### config.mk
export PLATFORM = sky130hd
export DESIGN_NAME = pll_reset_sequencer
export DESIGN_NICKNAME = d
export VERILOG_FILES = /design/src/rtl/pll_seq_pkg.sv /design/src/rtl/pll_reset_sequencer_sync_bit.sv /design/src/rtl/pll_reset_sequencer.sv
export SDC_FILE = /design/constraint.sdc
export NUM_CORES = 1
export LEC_CHECK = 0
export BUFFER_PORTS_ARGS = -buffer_cell sky130_fd_sc_hd__clkbuf_2
export CAP_MARGIN = 25
export CORE_ASPECT_RATIO = 0.7
export CORE_UTILIZATION = 53
export CTS_CLUSTER_DIAMETER = 50
export DETAILED_ROUTE_END_ITERATION = 7
export PLACE_DENSITY = 0.75
export REMOVE_ABC_BUFFERS = 1
export SLEW_MARGIN = 20
export SYNTH_ARGS = -nofsm -noshare
export SYNTH_HDL_FRONTEND = slang
export SYNTH_HIERARCHICAL = 1
export SYNTH_SLANG_ARGS = --single-unit
### constraint.sdc
create_clock -name clk_74a -period 1.59 [get_ports clk_74a]
set_input_delay 0.0795 -clock clk_74a [delete_from_list [all_inputs] [get_ports clk_74a]]
set_output_delay 0.0795 -clock clk_74a [all_outputs]
set_load 0.005 [all_outputs]
### src/rtl/pll_seq_pkg.sv
// Shared state encoding, default timing constants and counter sizing for the PLL reset sequencer.
package pll_seq_pkg;

  typedef enum logic [1:0] {
    ST_PLL_RST   = 2'd0,
    ST_WAIT_LOCK = 2'd1,
    ST_STABLE    = 2'd2,
    ST_RUN       = 2'd3
  } pll_seq_state_e;

  localparam int DEF_LOCK_STABLE_CYCLES  = 1024;
  localparam int DEF_LOCK_TIMEOUT_CYCLES = 742500;  // 10 ms at 74.25 MHz
  localparam int DEF_PLL_RST_CYCLES      = 16;
  localparam int DEF_SYNC_STAGES         = 2;

  // A counter that runs 0..n-1 needs $clog2(n) bits; keep at least one bit.
  function automatic int cnt_w(input int n);
    return (n <= 2) ? 1 : $clog2(n);
  endfunction

endpackage

### src/rtl/pll_reset_sequencer_sync_bit.sv
// Multi-flop synchronizer bringing one asynchronous level into the local clock domain.
module sync_bit #(
  parameter int STAGES = 2
) (
  input  logic i_clk,
  input  logic i_rst_n,
  input  logic i_d,
  output logic o_q
);

  (* ASYNC_REG = "TRUE" *) logic [STAGES-1:0] r_sync;

  always_ff @(posedge i_clk or negedge i_rst_n) begin
    if (!i_rst_n) begin
      r_sync <= '0;
    end else begin
      r_sync <= {r_sync[STAGES-2:0], i_d};
    end
  end

  assign o_q = r_sync[STAGES-1];

endmodule

### src/rtl/pll_reset_sequencer.sv
// Sequences PLL reset, waits for a clean lock, then releases the core reset; re-enters on lock loss.
module pll_reset_sequencer
  import pll_seq_pkg::*;
#(
  parameter int LOCK_STABLE_CYCLES  = DEF_LOCK_STABLE_CYCLES,
  parameter int LOCK_TIMEOUT_CYCLES = DEF_LOCK_TIMEOUT_CYCLES,
  parameter int PLL_RST_CYCLES      = DEF_PLL_RST_CYCLES,
  parameter int SYNC_STAGES         = DEF_SYNC_STAGES
) (
  input  logic           clk_74a,
  input  logic           reset_n,
  input  logic           pll_locked,
  input  logic           clear_err,
  output logic           pll_rst,
  output logic           core_reset_n,
  output logic           ready,
  output logic [7:0]     relock_count,
  output logic           timeout_err,
  output pll_seq_state_e o_dbg_state
);

  localparam int RST_W = cnt_w(PLL_RST_CYCLES);
  localparam int TO_W  = cnt_w(LOCK_TIMEOUT_CYCLES);
  localparam int ST_W  = cnt_w(LOCK_STABLE_CYCLES);

  localparam logic [RST_W-1:0] RST_LAST = RST_W'(PLL_RST_CYCLES - 1);
  localparam logic [TO_W-1:0]  TO_LAST  = TO_W'(LOCK_TIMEOUT_CYCLES - 1);
  localparam logic [ST_W-1:0]  ST_LAST  = ST_W'(LOCK_STABLE_CYCLES - 1);

  logic w_lock_s;

  sync_bit #(.STAGES(SYNC_STAGES)) u_lock_sync (
    .i_clk  (clk_74a),
    .i_rst_n(reset_n),
    .i_d    (pll_locked),
    .o_q    (w_lock_s)
  );

  pll_seq_state_e   r_state, w_state_nxt;
  logic [RST_W-1:0] r_rst_cnt, w_rst_cnt_nxt;
  logic [TO_W-1:0]  r_to_cnt, w_to_cnt_nxt;
  logic [ST_W-1:0]  r_st_cnt, w_st_cnt_nxt;
  logic             w_timeout_hit;
  logic             w_relock_hit;

  logic             r_pll_rst;
  logic             r_core_reset_n;
  logic             r_ready;
  logic [7:0]       r_relock_count;
  logic             r_timeout_err;

  // Every counter defaults to zero, so leaving a state always clears its counter.
  always_comb begin
    w_state_nxt   = r_state;
    w_rst_cnt_nxt = '0;
    w_to_cnt_nxt  = '0;
    w_st_cnt_nxt  = '0;
    w_timeout_hit = 1'b0;
    w_relock_hit  = 1'b0;
    case (r_state)
      ST_PLL_RST: begin
        if (r_rst_cnt == RST_LAST) begin
          w_state_nxt = ST_WAIT_LOCK;
        end else begin
          w_rst_cnt_nxt = r_rst_cnt + 1'b1;
        end
      end
      ST_WAIT_LOCK: begin
        if (w_lock_s) begin
          w_state_nxt = ST_STABLE;
        end else if (r_to_cnt == TO_LAST) begin
          w_state_nxt   = ST_PLL_RST;
          w_timeout_hit = 1'b1;
        end else begin
          w_to_cnt_nxt = r_to_cnt + 1'b1;
        end
      end
      ST_STABLE: begin
        if (!w_lock_s) begin
          w_state_nxt = ST_WAIT_LOCK;
        end else if (r_st_cnt == ST_LAST) begin
          w_state_nxt = ST_RUN;
        end else begin
          w_st_cnt_nxt = r_st_cnt + 1'b1;
        end
      end
      ST_RUN: begin
        if (!w_lock_s) begin
          w_state_nxt  = ST_WAIT_LOCK;
          w_relock_hit = 1'b1;
        end
      end
      default: w_state_nxt = ST_PLL_RST;
    endcase
  end

  always_ff @(posedge clk_74a or negedge reset_n) begin
    if (!reset_n) begin
      r_state   <= ST_PLL_RST;
      r_rst_cnt <= '0;
      r_to_cnt  <= '0;
      r_st_cnt  <= '0;
    end else begin
      r_state   <= w_state_nxt;
      r_rst_cnt <= w_rst_cnt_nxt;
      r_to_cnt  <= w_to_cnt_nxt;
      r_st_cnt  <= w_st_cnt_nxt;
    end
  end

  // Outputs decode the next state so they change on the same edge as the state.
  always_ff @(posedge clk_74a or negedge reset_n) begin
    if (!reset_n) begin
      r_pll_rst      <= 1'b1;
      r_core_reset_n <= 1'b0;
      r_ready        <= 1'b0;
      r_relock_count <= 8'd0;
      r_timeout_err  <= 1'b0;
    end else begin
      r_pll_rst      <= (w_state_nxt == ST_PLL_RST);
      r_core_reset_n <= (w_state_nxt == ST_RUN);
      r_ready        <= (w_state_nxt == ST_RUN);
      if (w_timeout_hit) begin
        r_timeout_err <= 1'b1;
      end else if (clear_err) begin
        r_timeout_err <= 1'b0;
      end
      // A relock event beats a simultaneous clear.
      if (w_relock_hit) begin
        if (r_relock_count != 8'hFF) begin
          r_relock_count <= r_relock_count + 8'd1;
        end
      end else if (clear_err) begin
        r_relock_count <= 8'd0;
      end
    end
  end

  assign pll_rst      = r_pll_rst;
  assign core_reset_n = r_core_reset_n;
  assign ready        = r_ready;
  assign relock_count = r_relock_count;
  assign timeout_err  = r_timeout_err;
  assign o_dbg_state  = r_state;

endmodule

After elaboration in Yosys (flattened, before gate mapping)
Cells that the tools add are included.
{ "word_totals": {"ff_bits": 49, "in_bits": 4, "output_inout_bits": 14, "wordCells": 52} }
{ "op_classes": {"n_eq_ne": 9, "n_addsub": 4, "n_mux": 25, "n_reduce_logical": 5} }
{ "ops": {"columns": ["cell", "n"], "rows": [
  ["20-bit two-way mux", 3],
  ["10-bit two-way mux", 3],
  ["8-bit two-way mux", 3],
  ["20-bit by 1-bit adder with 20-bit output, second input constant", 1],
  ["20-bit == test, second input constant", 1],
  ["2-bit two-way mux", 6],
  ["10-bit by 1-bit adder with 10-bit output, second input constant", 1],
  ["10-bit == test, second input constant", 1],
  ["8-bit by 1-bit adder with 8-bit output, second input constant", 1],
  ["4-bit two-way mux", 2],
  ["8-bit != test, second input constant", 1],
  ["2-bit case mux with 4 select lines", 1],
  ["1-bit two-way mux", 7],
  ["2-bit == test, second input constant", 3],
  ["4-bit by 1-bit adder with 4-bit output, second input constant", 1],
  ["4-bit == test, second input constant", 1],
  ["2-bit logical NOT", 2],
  ["2-bit nonzero test", 2],
  ["2-bit by 1-bit == test with 1-bit output, second input constant", 1],
  ["2-bit by 1-bit != test with 1-bit output, second input constant", 1],
  ["2-bit AND reduction", 1]
]} }

Logic depth before layout (Yosys ltp)
Gate-level depths: netlist (run 1).
{ "depth": {"word_depth": 5, "depth_mapped": 6, "ltp_nobuf": 5} }

Modules after synthesis
The synthesis (run 1) kept the hierarchy.
{ "by_module_without_submodules": {"columns": ["module", "area_per_inst_um2", "n_inst", "seq_area_each_um2", "cells_per_inst"], "rows": [
  ["pll_reset_sequencer", 2292.2, 1, 1177.4, 230],
  ["sync_bit", 50.0, 1, 50.0, 2]
]} }

Worst setup path before layout (run 1)
OpenSTA, ideal clock, no wires.
{ "synth_timing": {"path_type": "register -> register", "from": "reg r_to_cnt[0]", "to": "reg r_to_cnt[18]", "setup_time_ns": 0.073, "path_stages_with_launch": 6, "period_less_slack_ns": 1.742, "arrival_time_ns": 1.669, "n_path_buf": 0, "required_ns": 1.517, "path_slack_ns": -0.152, "path_cell_list": "dfrtp_1 > ha_1 > nand4_4 > or2_4 > or4_4 > a21oi_2"} }
{ "synth_between": {"elab_chain_len": 4, "word_cells_on_any_way": 5, "classes_between": "1 x add/sub; 1 x eq/ne; 3 x mux"} }
{ "synth_lines": {"columns": ["element", "line_no", "text"], "rows": [
  ["start, declared", "pll_reset_sequencer.sv:41", "logic [TO_W-1:0] r_to_cnt, w_to_cnt_nxt;"],
  ["start signal, assigned", "pll_reset_sequencer.sv:106", "r_to_cnt <= w_to_cnt_nxt;"],
  ["20-bit by 1-bit adder with 20-bit output / 20-bit == test (equally long branches)", "pll_reset_sequencer.sv:75, pll_reset_sequencer.sv:71", null],
  ["20-bit two-way mux (*)", "pll_reset_sequencer.sv:71", "end else if (r_to_cnt == TO_LAST) begin"],
  ["20-bit two-way mux (*)", "pll_reset_sequencer.sv:69", "if (w_lock_s) begin"],
  ["20-bit two-way mux (*)", "pll_reset_sequencer.sv:60", "case (r_state)"],
  ["named net w_to_cnt_nxt[18]", "pll_reset_sequencer.sv:41", null]
]} }
Mark *: on every way through the listed nets, which the timed path passes. The rest lies on a longest branch.
A chain may end at the register's enable or synchronous reset.

Worst setup path in the final report (run 1)
Ends and elaborated chain as after synthesis.

==> qor.csv, run 1 <==
stage,metric,value,unit
status,status,"finished, final reports clean",
synthesis,Yosys reg bits,49,
timing,Final Max Tran Viols,0,
synthesis,post-synthesis cell type count,46,
synthesis,adder-cell share of the synthesized area,0.0214,
global_route,initial antenna violation count,0,
global_route,first-pass GRT wire length,7700,um
timing,"Setup violations, final",0,
routing,met2 wire length,2290,um
synthesis,Mapped Cells,232,
timing,worst slew pin tran,0.512,ns
synthesis,mux contribution to synthesized area,0.0128,
clocking,Root Buffer,clkbuf_8,
final_layout,P&R area growth vs syn,27.8,%
global_route,largest net degree at the start of global routing,31,
clocking,TritonCTS Buffers,5,
routing,max layer used,met4,
final_layout,antenna diode count,0,
power_and_ir_drop,overall power,2.74,mW
place,hpwl dp,3250,um
worst_setup_path,Critical Path End Type,flop,
timing,final setup margin,0.0117,ns
worst_setup_path,critical path class,flop to flop,
routing,1st-iter DRT viols,108,
synthesis,warnings from Yosys,6,
routing,WL/cell,14.7,um
routing,Vias,1861,
routing,Antenna Nets Post-Route,0,
worst_setup_path,crit-path max FO,4,
die,Die H,57.6,um
timing,skew final,0.00996,ns
power_and_ir_drop,Leakage,1.29,nW
synthesis,share of flip-flops with an asynchronous set or reset,1.00,
clocking,clock sinks,49,
routing,routed length on met3,229,um
timing,Period minus WS final,1.58,ns
power_and_ir_drop,maximum VDD drop,657,uV
synthesis,post-synthesis cell area,2340,sq um
timing,final hold slack,0.254,ns
routing,M1 WL,2430,um
die,CORE AREA,4070,sq um
synthesis,simple-gate share of the synthesized area,0.258,
global_route,gr usage total,0.222,
clocking,CTS tree,built,
worst_setup_path,Worst Path Required,1.83,ns
synthesis,Post-Synth XOR/XNOR Area,0.0860,
min_path,worst hold path class,primary input to asynchronous set/reset pin,
clocking,Clock Tree Buf Depth,2,
synthesis,"Avg Cell Area, Syn",10.1,sq um
place,I/O Buffers,17,
timing,Final Hold Fails,0,
die,die width,81.5,um
routing,via density per instance,5.46,
synthesis,Post-synth EDFFs,0,
routing,DRC viols,0,
final_layout,share of post-route cells with drive strength above 1,0.318,
timing,unrepaired setup endpoints after global routing,true,
die,boundary pin count,18,
synthesis,post-synthesis compound-gate area fraction,0.0726,
timing,crit share post-route,0.993,
place,Place WS,-0.0639,ns
worst_setup_path,crit path launch type,flop,
synthesis,largest family of logic cells by synthesized area,simple AND/OR/NAND/NOR gates,
power_and_ir_drop,power per cell area,915,nW/um^2
place,Final Wtd Congestion,0.810,
routing,Routed WL,5000,um
clocking,insertion delay to the later sink of the worst-skew pair,0.31,ns
timing,Slew headroom,0.659,
run,max-cap check violation count,0,
worst_setup_path,Crit path arrival time,1.82,ns
clocking,H-Tree Depth,2,
timing,fmax,634,MHz
die,full die area,4690,sq um
final_layout,Layout Nets,296,
clocking,clk slew on worst S/H paths,0.09,ns
global_route,total grt overflow,0,
routing,DRT Pass-1 Iters,4,
synthesis,"Seq/Total Area, Yosys",0.524,
synthesis,ys flop type,dfrtp_1,
die,initial cell density of the core,0.576,
die,# rows,19,
global_route,vias in the first global route,1696,
==> registers in the layout, indices dropped and copies added (netlist names) <==
| register | flops |
|---|---|
| r_to_cnt | 20 |
| r_st_cnt | 10 |
| relock_count | 8 |
| r_rst_cnt | 4 |
| o_dbg_state | 2 |
| u_lock_sync/r_sync | 2 |
| pll_rst | 1 |
| ready | 1 |
| timeout_err | 1 |
==> through the flow <==
step                TNS, ns  utilization  cell area (sq um)  instances
CTS                       0        0.692               2810        332
global placement    -0.0144        0.659               2680        321
floorplan            -0.176            -               2320        227
detailed placement   -0.265        0.659               2680        321
finish                    0        0.737               2990        341
global route         -0.113        0.737               2990        341
==> kinds of logic (layout without fill, tap and decap cells) <==
group                      after synthesis  in the layout
DFF                                     49             49
adders and majority gates                4              4
AOI/OAI and AO/OA                       26             26
buffers and inverters                   14             71
muxes                                    3              3
and+or+nand+nor                        113            113
xor gates and xnor gates                23             23
==> synthesized netlist by cell type, drive strengths merged (2+ instances only) <==
cell type,n,area share
dfrtp,48,0.51
nor2,33,0.054
nand2,21,0.034
nand3,17,0.036
xnor2,16,0.060
a21oi,9,0.021
inv,9,0.014
nor3,9,0.019
nand4,7,0.030
xor2,7,0.026
o21ai,5,0.011
and3,4,0.011
ha,4,0.021
nor4,4,0.011
buf,3,0.0075
mux2i,3,0.013
nand3b,3,0.0096
or2,3,0.010
a31o,2,0.0075
and4,2,0.0075
clkbuf,2,0.0032
o31ai,2,0.0064
or3,2,0.0053
==> repair_timing <==
item,CTS,global route
setup endpoints to repair,20,24
pin swaps,3,9
gates cloned,0,2
hold buffers,3,0
gates resized for setup,2,24
hold endpoints to repair,21,0
buffers inserted,0,7
==> layer usage <==
metal,global-route usage,vias up
met5,0,-
met4,0.117,0
met3,0.0472,5
met2,0.325,52
met1,0.311,884
li1,-,920
==> final timing paths <==
path	start	to	slack (ns)	cells past startpoint
worst min-delay path	reset_n	r_st_cnt[6]	0.25	2
max in group asynchronous	reset_n	r_to_cnt[11]	0.78	3
worst max-delay path	r_to_cnt[0]	r_to_cnt[18]	0.01	5
worst max register to register	r_to_cnt[0]	r_to_cnt[18]	0.01	5
min in group clk_74a	u_lock_sync/r_sync[0]	u_lock_sync/r_sync[1]	0.37	0
worst min register to register	u_lock_sync/r_sync[0]	u_lock_sync/r_sync[1]	0.37	0
==> power breakdown <==
| group | switching, mW | leakage (nW) | total, mW | internal, mW |
|---|---|---|---|---|
| Combinational | 0.308 | 0.583 | 0.572 | 0.264 |
| Clock | 0.440 | 0.0445 | 0.753 | 0.313 |
| Sequential | 0.0701 | 0.665 | 1.42 | 1.35 |
| Total | 0.818 | 1.29 | 2.74 | 1.92 |
==> cells in the final DEF (no fill, tap or decap), types with 4 or more instances in the layout <==
cell type,n
buf_4,29
nor2_2,5
clkbuf_8,5
nand4_1,4
xnor2_1,16
a21oi_2,6
xor2_1,7
clkbuf_2,17
nor3_1,9
nand2_1,21
and3_1,4
o21ai_0,5
nor2_1,26
dfrtp_1,46
nand3_1,17
inv_1,9
==> critical path, stage by stage (launching register included) <==
cell	delay, ns
dfrtp_1	0.40
ha_4	0.18
nand4_4	0.10
or2_4	0.28
or4_4	0.41
a21oi_2	0.14
==> area by class of cell <==
| type | instances | area [sq um] |
|---|---|---|
| Sequential cell | 49 | 1230 |
| Multi-Input combinational cell | 169 | 1150 |
| Fill cell | 284 | 1070 |
| Timing Repair Buffer | 54 | 420 |
| Clock buffer | 5 | 68.8 |
| Tap cell | 52 | 65.1 |
| Inverter | 9 | 33.8 |
| Clock inverter | 3 | 21.3 |
Power figures use the tool's default switching activity.
==> inputs of run 2 (changes only) <==
- ABC_AREA: not set -> 1
- CORE_UTILIZATION: 53 -> 54
==> run 2 against run 1 <==
Maximum frequency is 5.1% higher. Sequential cell count unchanged. Largest cell class unchanged. Global-route usage shrank 0.60 points. Clock-buffer cell count up 1. Worst setup slack better by 0.076 ns. Critical path depth increased by 4.
==> qor.csv, run 2 <==
stage,metric,value,unit
status,status,"finished, final reports clean",
synthesis,"Avg Cell Area, Syn",8.32,sq um
power_and_ir_drop,overall power,2.76,mW
die,boundary pin count,18,
global_route,gr usage total,0.216,
power_and_ir_drop,Sw Ratio,0.302,
die,full die area,4900,sq um
routing,Vias,1980,
final_layout,Layout Nets,343,
die,Die H,58.9,um
routing,Antenna Nets Post-Route,0,
clocking,TritonCTS Buffers,5,
timing,worst slew pin tran,0.402,ns
worst_setup_path,Worst Path Required,1.79,ns
synthesis,simple-gate share of the synthesized area,0.321,
global_route,first-pass GRT wire length,8290,um
final_layout,Reg with most FFs,r_to_cnt,
final_layout,share of post-route cells with drive strength above 1,0.208,
clocking,Clock Tree Buf Depth,2,
synthesis,Post-synth EDFFs,0,
synthesis,adder-cell share of the synthesized area,0.0200,
routing,WL/cell,12.3,um
final_layout,"commonest non-fill, non-tap cell in the layout",nand2_1,
clocking,clock sinks,49,
power_and_ir_drop,maximum VDD drop,698,uV
timing,Period minus WS final,1.50,ns
synthesis,Yosys top cell area share,0.481,
clocking,clk slew on worst S/H paths,0.09,ns
final_layout,P&R area growth vs syn,14.9,%
power_and_ir_drop,combinational share of power,0.185,
routing,DRC viols,0,
final_layout,most frequent cells in the layout,"61 x nand2_1, 49 x nor2_1, 48 x dfrtp_1, 35 x inv_1, 17 x clkbuf_2",
timing,final hold slack,0.285,ns
synthesis,"count leader, synth",nand2_1,
synthesis,post-synthesis cell type count,31,
timing,Slew headroom,0.731,
worst_setup_path,Crit path arrival time,1.70,ns
place,Final Wtd Congestion,0.880,
timing,Final Max Tran Viols,0,
die,initial cell density of the core,0.570,
min_path,worst hold path class,primary input to asynchronous set/reset pin,
clocking,Root Buffer,clkbuf_8,
routing,Routed WL,4820,um
timing,skew final,0.00671,ns
power_and_ir_drop,Leakage,1.31,nW
die,die width,83.3,um
power_and_ir_drop,Sw Pwr,0.832,mW
synthesis,ys flop type,dfrtp_1,
routing,1st-iter DRT viols,182,
synthesis,mux contribution to synthesized area,0,
clocking,insertion delay to the later sink of the worst-skew pair,0.31,ns
timing,Final Hold Fails,0,
run,max-cap check violation count,0,
routing,DRT Pass-1 Iters,4,
worst_setup_path,crit path launch type,flop,
die,# rows,20,
synthesis,largest family of logic cells by synthesized area,simple AND/OR/NAND/NOR gates,
routing,via density per instance,5.06,
die,CORE AREA,4380,sq um
timing,"Setup violations, final",0,
final_layout,Largest register FFs,20,
synthesis,"Seq/Total Area, Yosys",0.491,
synthesis,Yosys reg bits,49,
synthesis,largest area contributor in the netlist,dfrtp_1,
global_route,largest net degree at the start of global routing,50,
clocking,H-Tree Depth,2,
synthesis,most common library cells after synthesis,"62 x nand2_1, 50 x nor2_1, 48 x dfrtp_1",
timing,setup tns final,0,ns
synthesis,"top cells by area, synth","dfrtp_1 48%, nand2_1 9.3%, nor2_1 7.5%",
global_route,initial antenna violation count,0,
place,hpwl dp,3430,um
synthesis,post-synthesis cell area,2500,sq um
synthesis,Post-Synth XOR/XNOR Area,0.0491,
final_layout,antenna diode count,0,
synthesis,warnings from Yosys,6,
power_and_ir_drop,power per cell area,960,nW/um^2
power_and_ir_drop,Internal,1.92,mW
timing,crit share post-route,0.945,
synthesis,share of flip-flops with an asynchronous set or reset,1.00,
place,I/O Buffers,17,
clocking,CTS tree,built,
power_and_ir_drop,Sequential Power Share,0.528,
global_route,vias in the first global route,1864,
timing,fmax,666,MHz
synthesis,post-synthesis compound-gate area fraction,0.0491,
worst_setup_path,Critical Path End Type,flop,
synthesis,Mapped Cells,300,
power_and_ir_drop,clock power share,0.288,
global_route,total grt overflow,0,
worst_setup_path,critical path class,flop to flop,
worst_setup_path,crit-path max FO,8,
[run 2: metrics by stage]
stage	worst slack, ns	cells	instance area (sq um)	utilization
floorplan	0.238	298	2480	-
global placement	0.170	374	2680	0.611
detailed placement	0.100	374	2680	0.611
CTS	0.0743	385	2810	0.641
global route	-0.0168	391	2870	0.655
finish	0.0876	391	2870	0.655
[run 2: what timing repair did]
action | in CTS | in global routing
hold endpoints to repair | 50 | 0
hold buffers | 3 | 0
setup buffers | 0 | 6
setup endpoints to repair | 0 | 17
gates resized for setup | 0 | 7
[run 2: worst paths after layout]
| check | from | to | slack, ns | cells after the start |
|---|---|---|---|---|
| setup reg to reg | r_to_cnt[0] | r_to_cnt[8] | 0.09 | 9 |
| max in group asynchronous | reset_n | pll_rst | 1.02 | 3 |
| hold / removal | reset_n | r_to_cnt[9] | 0.29 | 3 |
| setup / recovery | r_to_cnt[0] | r_to_cnt[8] | 0.09 | 9 |
| min in group clk_74a | u_lock_sync/r_sync[0] | u_lock_sync/r_sync[1] | 0.36 | 0 |
| hold reg to reg | u_lock_sync/r_sync[0] | u_lock_sync/r_sync[1] | 0.36 | 0 |
[run 2: cell families after synthesis]
kind of cell | Yosys count
AO/OA/AOI/OAI | 22
XOR/XNOR | 14
buffers and inverters | 43
AND/OR/NAND/NOR | 168
flip-flops | 49
adder cells (fa/ha/maj) | 4
[run 2: area by class of cell]
cell class / count / area, sq um
Multi-Input combinational cell: 208 / 1120
Tap cell: 55 / 68.8
Clock buffer: 6 / 82.6
Inverter: 41 / 154
Sequential cell: 49 / 1230
Clock inverter: 2 / 17.5
Timing Repair Buffer: 30 / 203
Fill cell: 367 / 1510
[run 2: power by group through the flow]
stage	Clock (mW)	Combinational [mW]	Sequential, mW
finish	0.792	0.509	1.45
detailed placement	0	0.467	1.48
global route	0.847	0.583	1.46
floorplan	0	0.275	1.47
global placement	0	0.456	1.47
CTS	0.810	0.475	1.45
[run 2: critical path, cell delays in order, from the launching register on]
cell and delay [ns]:
dfrtp_1 0.39, ha_2 0.20, inv_1 0.04, nor2_1 0.07, nand2_1 0.05, nor2_1 0.13
nand3_2 0.12, nand2_4 0.14, clkbuf_4 0.19, nor2_1 0.05
[run 2: per-layer routing]
metal | global-route usage | part of all wire | vias up
met3 | 0.0463 | 0.042 | 6
met1 | 0.313 | 0.52 | 916
met2 | 0.330 | 0.43 | 45
li1 | - | - | 1013
met4 | 0.0690 | 0.011 | 0
met5 | 0 | 0 | -
==> inputs of run 3 (changes only) <==
==> constraint.sdc (replaced) <==
create_clock -name clk_74a -period 1.59 [get_ports clk_74a]
set_input_delay 0.159 -clock clk_74a [delete_from_list [all_inputs] [get_ports clk_74a]]
set_output_delay 0.159 -clock clk_74a [all_outputs]
set_load 0.005 [all_outputs]
==> run 3 against run 2 <==
Register-to-register slack lost 0.02 ns. Hold slack lost 0.19 ns. Cell count increased by 1.3%. Utilization rose by 0.71 points. Worst setup slack worse by 0.016 ns. Clock skew about the same. Routed wire length is 0.62% higher. Clock-buffer cell count is the same. Maximum frequency down 1.0%. Critical path type unchanged.
==> qor.csv, run 3 (same netlist as run 2, synthesis figures left out) <==
stage,metric,value,unit
status,status,"finished, final reports clean",
die,die width,83.3,um
place,I/O Buffers,17,
final_layout,"commonest non-fill, non-tap cell in the layout",nand2_1,
timing,Final Hold Fails,0,
place,hpwl dp,3380,um
global_route,vias in the first global route,1771,
clocking,Root Buffer,clkbuf_8,
routing,1st-iter DRT viols,69,
worst_setup_path,flop2flop setup slack,0.07,ns
routing,DRC viols,0,
die,Die H,58.9,um
worst_setup_path,Crit path arrival time,1.71,ns
timing,fmax,659,MHz
die,boundary pin count,18,
worst_setup_path,crit path launch type,flop,
final_layout,Largest register FFs,20,
routing,Antenna Nets Post-Route,0,
global_route,initial antenna violation count,0,
clocking,Clock Tree Buf Depth,2,
worst_setup_path,Worst Path Required,1.79,ns
die,initial cell density of the core,0.570,
worst_setup_path,Critical Path End Type,flop,
power_and_ir_drop,power per cell area,955,nW/um^2
place,Place WS,0.110,ns
power_and_ir_drop,Leakage,1.32,nW
final_layout,Reg with most FFs,r_to_cnt,
routing,routed length on met3,193,um
final_layout,P&R area growth vs syn,16.2,%
routing,met2 wire length,2090,um
worst_setup_path,crit-path max FO,6,
routing,max layer used,met4,
final_layout,most frequent cells in the layout,"61 x nand2_1, 48 x nor2_1, 48 x dfrtp_1, 35 x inv_1, 17 x clkbuf_2",
timing,Period minus WS final,1.52,ns
routing,WL/cell,12.2,um
clocking,clock sinks,49,
timing,"Setup violations, final",0,
run,max-cap check violation count,0,
global_route,total grt overflow,0,
timing,Slew headroom,0.736,
die,# rows,20,
routing,Routed WL,4850,um
timing,Final Max Tran Viols,0,
clocking,TritonCTS Buffers,5,
power_and_ir_drop,maximum VDD drop,647,uV
timing,unrepaired setup endpoints after global routing,true,
die,CORE AREA,4380,sq um
routing,DRT Pass-1 Iters,4,
timing,skew final,0.00696,ns
global_route,first-pass GRT wire length,8010,um
timing,final setup margin,0.0717,ns
clocking,CTS tree,built,
timing,worst slew pin tran,0.393,ns
place,Final Wtd Congestion,0.880,
final_layout,Layout Nets,348,
clocking,insertion delay to the later sink of the worst-skew pair,0.30,ns
min_path,worst hold path class,primary input to flop,
timing,crit share post-route,0.955,
clocking,H-Tree Depth,2,
routing,M1 WL,2520,um
die,full die area,4900,sq um
final_layout,share of post-route cells with drive strength above 1,0.223,
final_layout,antenna diode count,0,
global_route,gr usage total,0.209,
worst_setup_path,critical path class,flop to flop,
routing,Vias,2033,
clocking,clk slew on worst S/H paths,0.09,ns
routing,via density per instance,5.13,
timing,final hold slack,0.0962,ns
global_route,largest net degree at the start of global routing,42,
==> run 3: cell count changes in the layout (fill, tap and decap cells not counted), sizes merged <==
cell	previous run	this run
nand2	70	71
clkbuf	24	23
buf	9	15
inv	41	40
clkinvlp	0	1
dlygate4sd3	3	2
==> run 3: critical path, stage by stage (launching register included) <==
cell and delay [ns]:
dfrtp_1 0.39, ha_2 0.20, inv_1 0.05, nor2_1 0.08, nand2_1 0.05, nor2_1 0.12
nand3_2 0.15, nand2_4 0.16, nand2_2 0.08, nand2_1 0.08, nor2_1 0.04
==> run 3: layout make-up <==
class	instances	area, sq um
Clock buffer	6	72.6
Clock inverter	2	16.3
Fill cell	346	1480
Inverter	41	154
Multi-Input combinational cell	209	1130
Sequential cell	49	1230
Tap cell	55	68.8
Timing Repair Buffer	34	230
==> run 3: layer usage <==
metal / global-route usage / up-vias
met5: 0 / -
met4: 0.0591 / 0
met3: 0.0463 / 5
met2: 0.314 / 47
met1: 0.310 / 954
li1: - / 1027
==> run 3: power by group <==
| part | internal, mW | total, mW | switching (mW) |
|---|---|---|---|
| registers | 1.35 | 1.45 | 0.101 |
| clock network | 0.313 | 0.723 | 0.409 |
| logic | 0.254 | 0.595 | 0.341 |
==> run 3: path summary, 6_finish.rpt <==
path                                         end  depth (start not counted)                   from
max                                        ready                         10            r_to_cnt[0]
min                                  timeout_err                          2              clear_err
max reg2reg                                ready                         10            r_to_cnt[0]
min reg2reg                u_lock_sync/r_sync[1]                          0  u_lock_sync/r_sync[0]
max in group asynchronous                pll_rst                          3                reset_n
min in group asynchronous            r_to_cnt[9]                          2                reset_n
==> run 3: repair_timing <==
item	4_1_cts	5_1_grt
hold buffers	2	0
buffers inserted	0	11
resized for setup	0	8
setup endpoints to repair	0	16
hold endpoints to repair	9	0
==> run 3: metrics by stage <==
step                instance area [sq um]  instances  setup TNS (ns)   util  total power [mW]
CTS                                  2780        384               0  0.636              2.67
global placement                     2680        374               0  0.611              1.93
floorplan                            2480        298               0      -              1.74
global route                         2900        396          -0.152  0.663              2.91
finish                               2900        396               0  0.663              2.77
detailed placement                   2680        374               0  0.611              1.94
